[config.mk]
export PLATFORM = sky130hd
export DESIGN_NAME = uart_tx_feeder
export DESIGN_NICKNAME = d
export VERILOG_FILES = /design/src/rtl/uart_pkg.sv /design/src/rtl/uart_byte_fifo.sv /design/src/rtl/uart_tx_feeder.sv
export SDC_FILE = /design/constraint.sdc
export NUM_CORES = 1
export LEC_CHECK = 0
export BUFFER_PORTS_ARGS = -buffer_cell sky130_fd_sc_hd__buf_2
export CAP_MARGIN = 20
export CORE_MARGIN = 8
export CORE_UTILIZATION = 60
export CTS_BUF_LIST = sky130_fd_sc_hd__clkbuf_16
export CTS_CLUSTER_DIAMETER = 80
export CTS_CLUSTER_SIZE = 10
export DETAILED_ROUTE_END_ITERATION = 8
export PLACE_DENSITY = 0.78
export SYNTH_ARGS = -nofsm -noshare
export SYNTH_HDL_FRONTEND = slang
export SYNTH_SLANG_ARGS = --single-unit
[constraint.sdc]
create_clock -name i_Clock -period 7.6 [get_ports i_Clock]
set_input_delay 0.38 -clock i_Clock [delete_from_list [all_inputs] [get_ports i_Clock]]
set_output_delay 0.38 -clock i_Clock [all_outputs]
set_load 0.01 [all_outputs]
[src/rtl/uart_pkg.sv]
// Shared definitions for the UART transmit feeder: controller state encoding,
// default queue depth and the serializer byte width.
package uart_pkg;

   localparam int UART_DEPTH  = 16;
   localparam int UART_BYTE_W = 8;

   typedef enum logic [1:0] {
      ST_IDLE      = 2'd0,
      ST_LAUNCH    = 2'd1,
      ST_WAIT_DONE = 2'd2
   } txState_e;

endpackage

[src/rtl/uart_byte_fifo.sv]
// Circular byte queue feeding the UART controller: pointers, occupancy count,
// registered full/empty flags and a sticky overflow flag for dropped writes.
module uart_byte_fifo
   import uart_pkg::*;
#(
   parameter int DEPTH  = UART_DEPTH,
   parameter int DATA_W = UART_BYTE_W
) (
   input  logic                     i_Clock,
   input  logic                     i_Rst_L,
   input  logic                     i_Wr_En,
   input  logic [DATA_W-1:0]        i_Wr_Data,
   input  logic                     i_Pop,
   input  logic                     i_Ovf_Clr,
   output logic [DATA_W-1:0]        o_Rd_Data,
   output logic                     o_Wr_Accept,
   output logic                     o_Full,
   output logic                     o_Empty,
   output logic [$clog2(DEPTH):0]   o_Count,
   output logic                     o_Overflow
);

   localparam int PTR_W = $clog2(DEPTH);
   localparam int CNT_W = PTR_W + 1;

   logic [DATA_W-1:0] mem_q [DEPTH];
   logic [PTR_W-1:0]  wrPtr_q, wrPtr_d;
   logic [PTR_W-1:0]  rdPtr_q, rdPtr_d;
   logic [CNT_W-1:0]  count_q, count_d;
   logic              full_q, empty_q;
   logic              overflow_q, overflow_d;
   logic              wrAccept, wrDrop, doPop;

   // A write is judged against the full flag as it stands, so a write on a
   // full queue is dropped even if the head is popped in the same cycle.
   assign wrAccept = i_Wr_En && !full_q;
   assign wrDrop   = i_Wr_En && full_q;
   assign doPop    = i_Pop && !empty_q;

   always_comb begin
      wrPtr_d    = wrPtr_q;
      rdPtr_d    = rdPtr_q;
      count_d    = count_q;
      overflow_d = overflow_q;
      if (wrAccept) begin
         wrPtr_d = wrPtr_q + PTR_W'(1);
      end
      if (doPop) begin
         rdPtr_d = rdPtr_q + PTR_W'(1);
      end
      case ({wrAccept, doPop})
         2'b10:   count_d = count_q + CNT_W'(1);
         2'b01:   count_d = count_q - CNT_W'(1);
         default: count_d = count_q;
      endcase
      if (wrDrop) begin
         overflow_d = 1'b1;
      end else if (i_Ovf_Clr) begin
         overflow_d = 1'b0;
      end
   end

   always_ff @(posedge i_Clock or negedge i_Rst_L) begin
      if (!i_Rst_L) begin
         wrPtr_q    <= '0;
         rdPtr_q    <= '0;
         count_q    <= '0;
         full_q     <= 1'b0;
         empty_q    <= 1'b1;
         overflow_q <= 1'b0;
      end else begin
         wrPtr_q    <= wrPtr_d;
         rdPtr_q    <= rdPtr_d;
         count_q    <= count_d;
         full_q     <= (count_d == CNT_W'(DEPTH));
         empty_q    <= (count_d == '0);
         overflow_q <= overflow_d;
      end
   end

   always_ff @(posedge i_Clock) begin
      if (wrAccept) begin
         mem_q[wrPtr_q] <= i_Wr_Data;
      end
   end

   assign o_Rd_Data   = mem_q[rdPtr_q];
   assign o_Wr_Accept = wrAccept;
   assign o_Full      = full_q;
   assign o_Empty     = empty_q;
   assign o_Count     = count_q;
   assign o_Overflow  = overflow_q;

endmodule

[src/rtl/uart_tx_feeder.sv]
// CPU-side byte queue in front of a UART serializer: launches one byte per
// frame and raises an interrupt when the last queued byte has gone out.
module uart_tx_feeder
   import uart_pkg::*;
#(
   parameter int DEPTH  = UART_DEPTH,
   parameter int DATA_W = UART_BYTE_W
) (
   input  logic                     i_Clock,
   input  logic                     i_Rst_L,
   input  logic                     i_Wr_En,
   input  logic [DATA_W-1:0]        i_Wr_Data,
   input  logic                     i_Irq_En,
   input  logic                     i_Irq_Clr,
   input  logic                     i_TX_Active,
   input  logic                     i_TX_Done,
   output logic                     o_Full,
   output logic                     o_Empty,
   output logic [$clog2(DEPTH):0]   o_Count,
   output logic                     o_Overflow,
   output logic                     o_Irq,
   output logic                     o_TX_DV,
   output logic [DATA_W-1:0]        o_TX_Byte
);

   txState_e          state_q, state_d;
   logic              txDv_q, txDv_d;
   logic [DATA_W-1:0] txByte_q, txByte_d;
   logic              irq_q, irq_d;
   logic              irqSet;
   logic              pop;
   logic              fifoEmpty;
   logic              wrAccept;
   logic [DATA_W-1:0] headByte;

   uart_byte_fifo #(
      .DEPTH  (DEPTH),
      .DATA_W (DATA_W)
   ) u_fifo (
      .i_Clock     (i_Clock),
      .i_Rst_L     (i_Rst_L),
      .i_Wr_En     (i_Wr_En),
      .i_Wr_Data   (i_Wr_Data),
      .i_Pop       (pop),
      .i_Ovf_Clr   (i_Irq_Clr),
      .o_Rd_Data   (headByte),
      .o_Wr_Accept (wrAccept),
      .o_Full      (o_Full),
      .o_Empty     (fifoEmpty),
      .o_Count     (o_Count),
      .o_Overflow  (o_Overflow)
   );

   // IDLE deliberately ignores i_TX_Done: the serializer may still hold Done
   // high in the cycle after it returns us to IDLE.
   always_comb begin
      state_d  = state_q;
      pop      = 1'b0;
      txByte_d = txByte_q;
      case (state_q)
         ST_IDLE: begin
            if (!fifoEmpty && !i_TX_Active) begin
               state_d  = ST_LAUNCH;
               pop      = 1'b1;
               txByte_d = headByte;
            end
         end
         ST_LAUNCH: begin
            state_d = ST_WAIT_DONE;
         end
         ST_WAIT_DONE: begin
            if (i_TX_Done) begin
               state_d = ST_IDLE;
            end
         end
         default: begin
            state_d = ST_IDLE;
         end
      endcase
      txDv_d = (state_d == ST_LAUNCH);

      irqSet = i_Irq_En && (state_q == ST_WAIT_DONE) && i_TX_Done && fifoEmpty;
      irq_d  = irq_q;
      if (irqSet) begin
         irq_d = 1'b1;
      end else if (i_Irq_Clr || wrAccept) begin
         irq_d = 1'b0;
      end
   end

   always_ff @(posedge i_Clock or negedge i_Rst_L) begin
      if (!i_Rst_L) begin
         state_q  <= ST_IDLE;
         txDv_q   <= 1'b0;
         txByte_q <= '0;
         irq_q    <= 1'b0;
      end else begin
         state_q  <= state_d;
         txDv_q   <= txDv_d;
         txByte_q <= txByte_d;
         irq_q    <= irq_d;
      end
   end

   assign o_Empty   = fifoEmpty;
   assign o_TX_DV   = txDv_q;
   assign o_TX_Byte = txByte_q;
   assign o_Irq     = irq_q;

endmodule

==> results.cfg <==
[drt]
drc = 0
drt-vias-per-instance = 6.11
drt-initial-drc-count = 325
dr.pass1.iters = 4
vias = 3254
drtAntennaViolNets = 0
routed_wirelength_um = 12500
wl_per_cell_um = 23.4

[yosys]
syn-cell-area_um2 = 6310
synthCells = 344
yosys_warnings = 0
synth.distinct_cells = 46
syn-num-nets = 366
avgSynthCellArea_um2 = 18.3
yosys_register_bits = 156
yosysSeqAreaShare_pct = 72.0

[placed_design]
port_buffers = 32
gp_congestion = 0.801
dp_hpwl_um = 7800
placed_cells = 500

[timing]
worst_pin_slew_ns = 0.925
fmaxAchievable_mhz = 332
max_slew_margin_pct = 38.1
slew_viol_final = 0
fin_skew_ns = 0.00786
period_minus_slack_ns = 3.01
setup_violations = 0
setup_tns_ns = 0
finalCritPeriodShare_pct = 39.6
hold_viol_final = 0
rsz0062_at_grt = no

[global_route]
grt_max_degree = 36
grt_pass1_vias = 3454
antenna_found_initial = 1
grt_pass1_wl_um = 19900
track_usage_pct = 18.8
overflow = 0

[clocking]
clkLatencyLatePin_ns = 0.41
clkSinkCount = 156
cts_buffers = 17
cts_root_buf = clkbuf_16
cts_tree = built
cts_buffer_depth = 2
clk_pin_slew_ns = 0.06
ctsResizeCount = 0
h-tree-depth = 4

[power_and_ir_drop]
switching_share_pct = 31.6
seq_power_share_pct = 42.9
irDropWorstVdd_mv = 0.201
combPwrFrac_pct = 28.0
p_int_mw = 1.92
power_leakage_nw = 2.56
clock_power_share_pct = 29.1
switchingPower_mw = 0.885
p_per_area_nw_per_um2 = 389

[finish]
antenna-diode-count = 0
final_layout_size_suffix_gt1_share_pct = 30.5
layout_commonest_cell = edfxtp_1
fin_nets = 406
final_cell_mix = 128 x edfxtp_1, 40 x mux4_2, 37 x nand2_1, 32 x buf_2, 26 x dfrtp_1
syn_to_final_growth_pct = 14.2
fin_cells = 533

[critical_path]
r2r_slack_ns = 4.59
path_cells = or4_4 -> clkinv_4 -> nand2_1 -> xnor2_1 -> ha_1 -> nand2b_1 -> or4_4 -> a21o_1 -> a211oi_2 -> nor4b_2
crit_buf_inv = 1
critPathRequiredTime_ns = 7.92
start_kind = register
cp_slowest_cell = or4_4
critPathMostFrequentCell = or4_4
r2r_cells = 10
critPathMaxFanout = 19
cp-end-kind = register
path_delay_family = simple AND/OR/NAND/NOR gates
reg2reg_from = state_q[1]
crit-reg2reg-capture = u_fifo.o_Full
worstPathArrival_ns = 3.33
path_class = register to register
critPathMaxStageDelay_ns = 0.68

[die]
core-area_um2 = 10300
rows = 37
start_util_pct = 61.4
die_h_um = 119
die_w_um = 119
dieArea_um2 = 14100
pin_count = 33

[worst_hold_path]
hold_path_end = u_fifo.o_Overflow
min_path_type = input pin to register
min_from = i_Wr_En
min_delay_path_depth = 2

[flow_run]
drv_cap = 0

[run_status]
status = finished, final reports clean
==> synth_stat cells, drive strengths merged <==
library cell  number  area share, %
dfrtp             27             11
xnor2              8            1.1
and3b              1           0.14
xor2               1           0.14
nand3              1          0.079
nor2b              2           0.20
or4                3           0.48
clkbuf            11           0.65
o211ai             2           0.24
nand2b             3           0.30
and4b              1           0.16
a211oi             2           0.32
nor2              16           0.95
dfstp              1           0.42
buf                8           0.65
nand4              3           0.30
inv                7           0.42
a21oi              5           0.40
nor4               1          0.099
nor3               9           0.71
ha                 7            1.4
a41oi              1           0.14
or4b               1           0.16
and4               1           0.18
mux2               2           0.36
o21bai             1           0.12
a22o               1           0.14
mux4              40             14
a32o               1           0.16
o21ai              1          0.079
or2                1          0.099
nor3b              1           0.12
nand2             37            2.2
a21o               3           0.36
a31oi              1          0.099
clkinv             1           0.14
edfxtp           128             61
o311ai             1           0.14
nand4b             1           0.14
nor4b              2           0.38
==> sequential cells by signal, indices dropped and copies added, names as in the netlist <==
register,flops
u_fifo.mem_q,128
o_TX_Byte,8
u_fifo.o_Count,5
u_fifo.rdPtr_q,4
u_fifo.wrPtr_q,4
state_q,2
o_Irq,1
o_TX_DV,1
u_fifo.o_Empty,1
u_fifo.o_Full,1
u_fifo.o_Overflow,1
==> power groups by stage <==
stage | logic, mW | registers, mW | clock network [mW]
4_1_cts | 0.794 | 1.21 | 0.829
5_1_grt | 0.857 | 1.23 | 0.860
6_report | 0.784 | 1.20 | 0.814
3_5_place_dp | 0.782 | 1.22 | 0
3_3_place_gp | 0.762 | 1.21 | 0
2_1_floorplan | 0.619 | 1.15 | 0
==> worst register-to-register path, stage by stage, from the launching register on <==
cell	delay (ns)
dfrtp_1	0.40
or4_4	0.68
clkinv_4	0.17
nand2_1	0.12
xnor2_1	0.17
ha_1	0.26
nand2b_1	0.07
or4_4	0.42
a21o_1	0.18
a211oi_2	0.23
nor4b_2	0.23
==> metrics by stage <==
stage | power, mW | hold WS, ns | area [um^2] | util, % | setup slack [ns]
after CTS | 2.83 | 0.208 | 7210 | 70.1 | 4.58
final | 2.80 | 0.227 | 7210 | 70.1 | 4.59
after global routing | 2.94 | 0.226 | 7210 | 70.1 | 4.39
after floorplan | 1.77 | 0.0844 | 6310 | - | 4.54
after detailed placement | 2.00 | 0.427 | 6610 | 64.4 | 4.57
after global placement | 1.97 | 0.422 | 6610 | 64.4 | 4.66
==> logic make-up (layout without fill, tap and decap cells) <==
| logic type | Yosys count | in the layout | share of synthesized area (%) |
|---|---|---|---|
| AND/OR/NAND/NOR | 84 | 84 | 6.68 |
| flip-flops | 156 | 156 | 72.0 |
| AO/OA/AOI/OAI | 19 | 19 | 2.18 |
| XOR/XNOR | 9 | 9 | 1.25 |
| adder cells (fa/ha/maj) | 7 | 7 | 1.39 |
| multiplexers | 42 | 42 | 14.6 |
| buffers and inverters | 27 | 80 | 1.86 |
==> worst max-delay path by stage <==
stage                            from              to  depth (start not counted)
final                      state_q[1]   u_fifo.o_Full                         10
after global placement    i_TX_Active   u_fifo.o_Full                         11
after detailed placement  i_TX_Active   u_fifo.o_Full                         11
after global routing       state_q[1]   u_fifo.o_Full                         10
after CTS                  state_q[1]   u_fifo.o_Full                         10
after floorplan            state_q[1]  u_fifo.o_Empty                         11
==> timing repair <==
item,CTS,global route
hold buffers,1,0
buffers inserted,0,0
endpoints found under the hold margin,27,0
==> final cells by class <==
cell class	count	area, um^2
Fill cell	636	3070
Inverter	8	35.0
Tap cell	136	170
Clock buffer	17	425
Sequential cell	156	4550
Timing Repair Buffer	40	223
Multi-Input combinational cell	161	1650
Clock inverter	15	159
==> per-layer routing <==
metal / up-vias / wire (um) / track usage (%)
li1: 1434 / - / -
met1: 1704 / 5000 / 23.8
met2: 106 / 6620 / 30.8
met3: 8 / 753 / 4.28
met4: 2 / 107 / 8.06
met5: - / 9 / 0
Note: power is estimated with default switching activity, not from simulation.
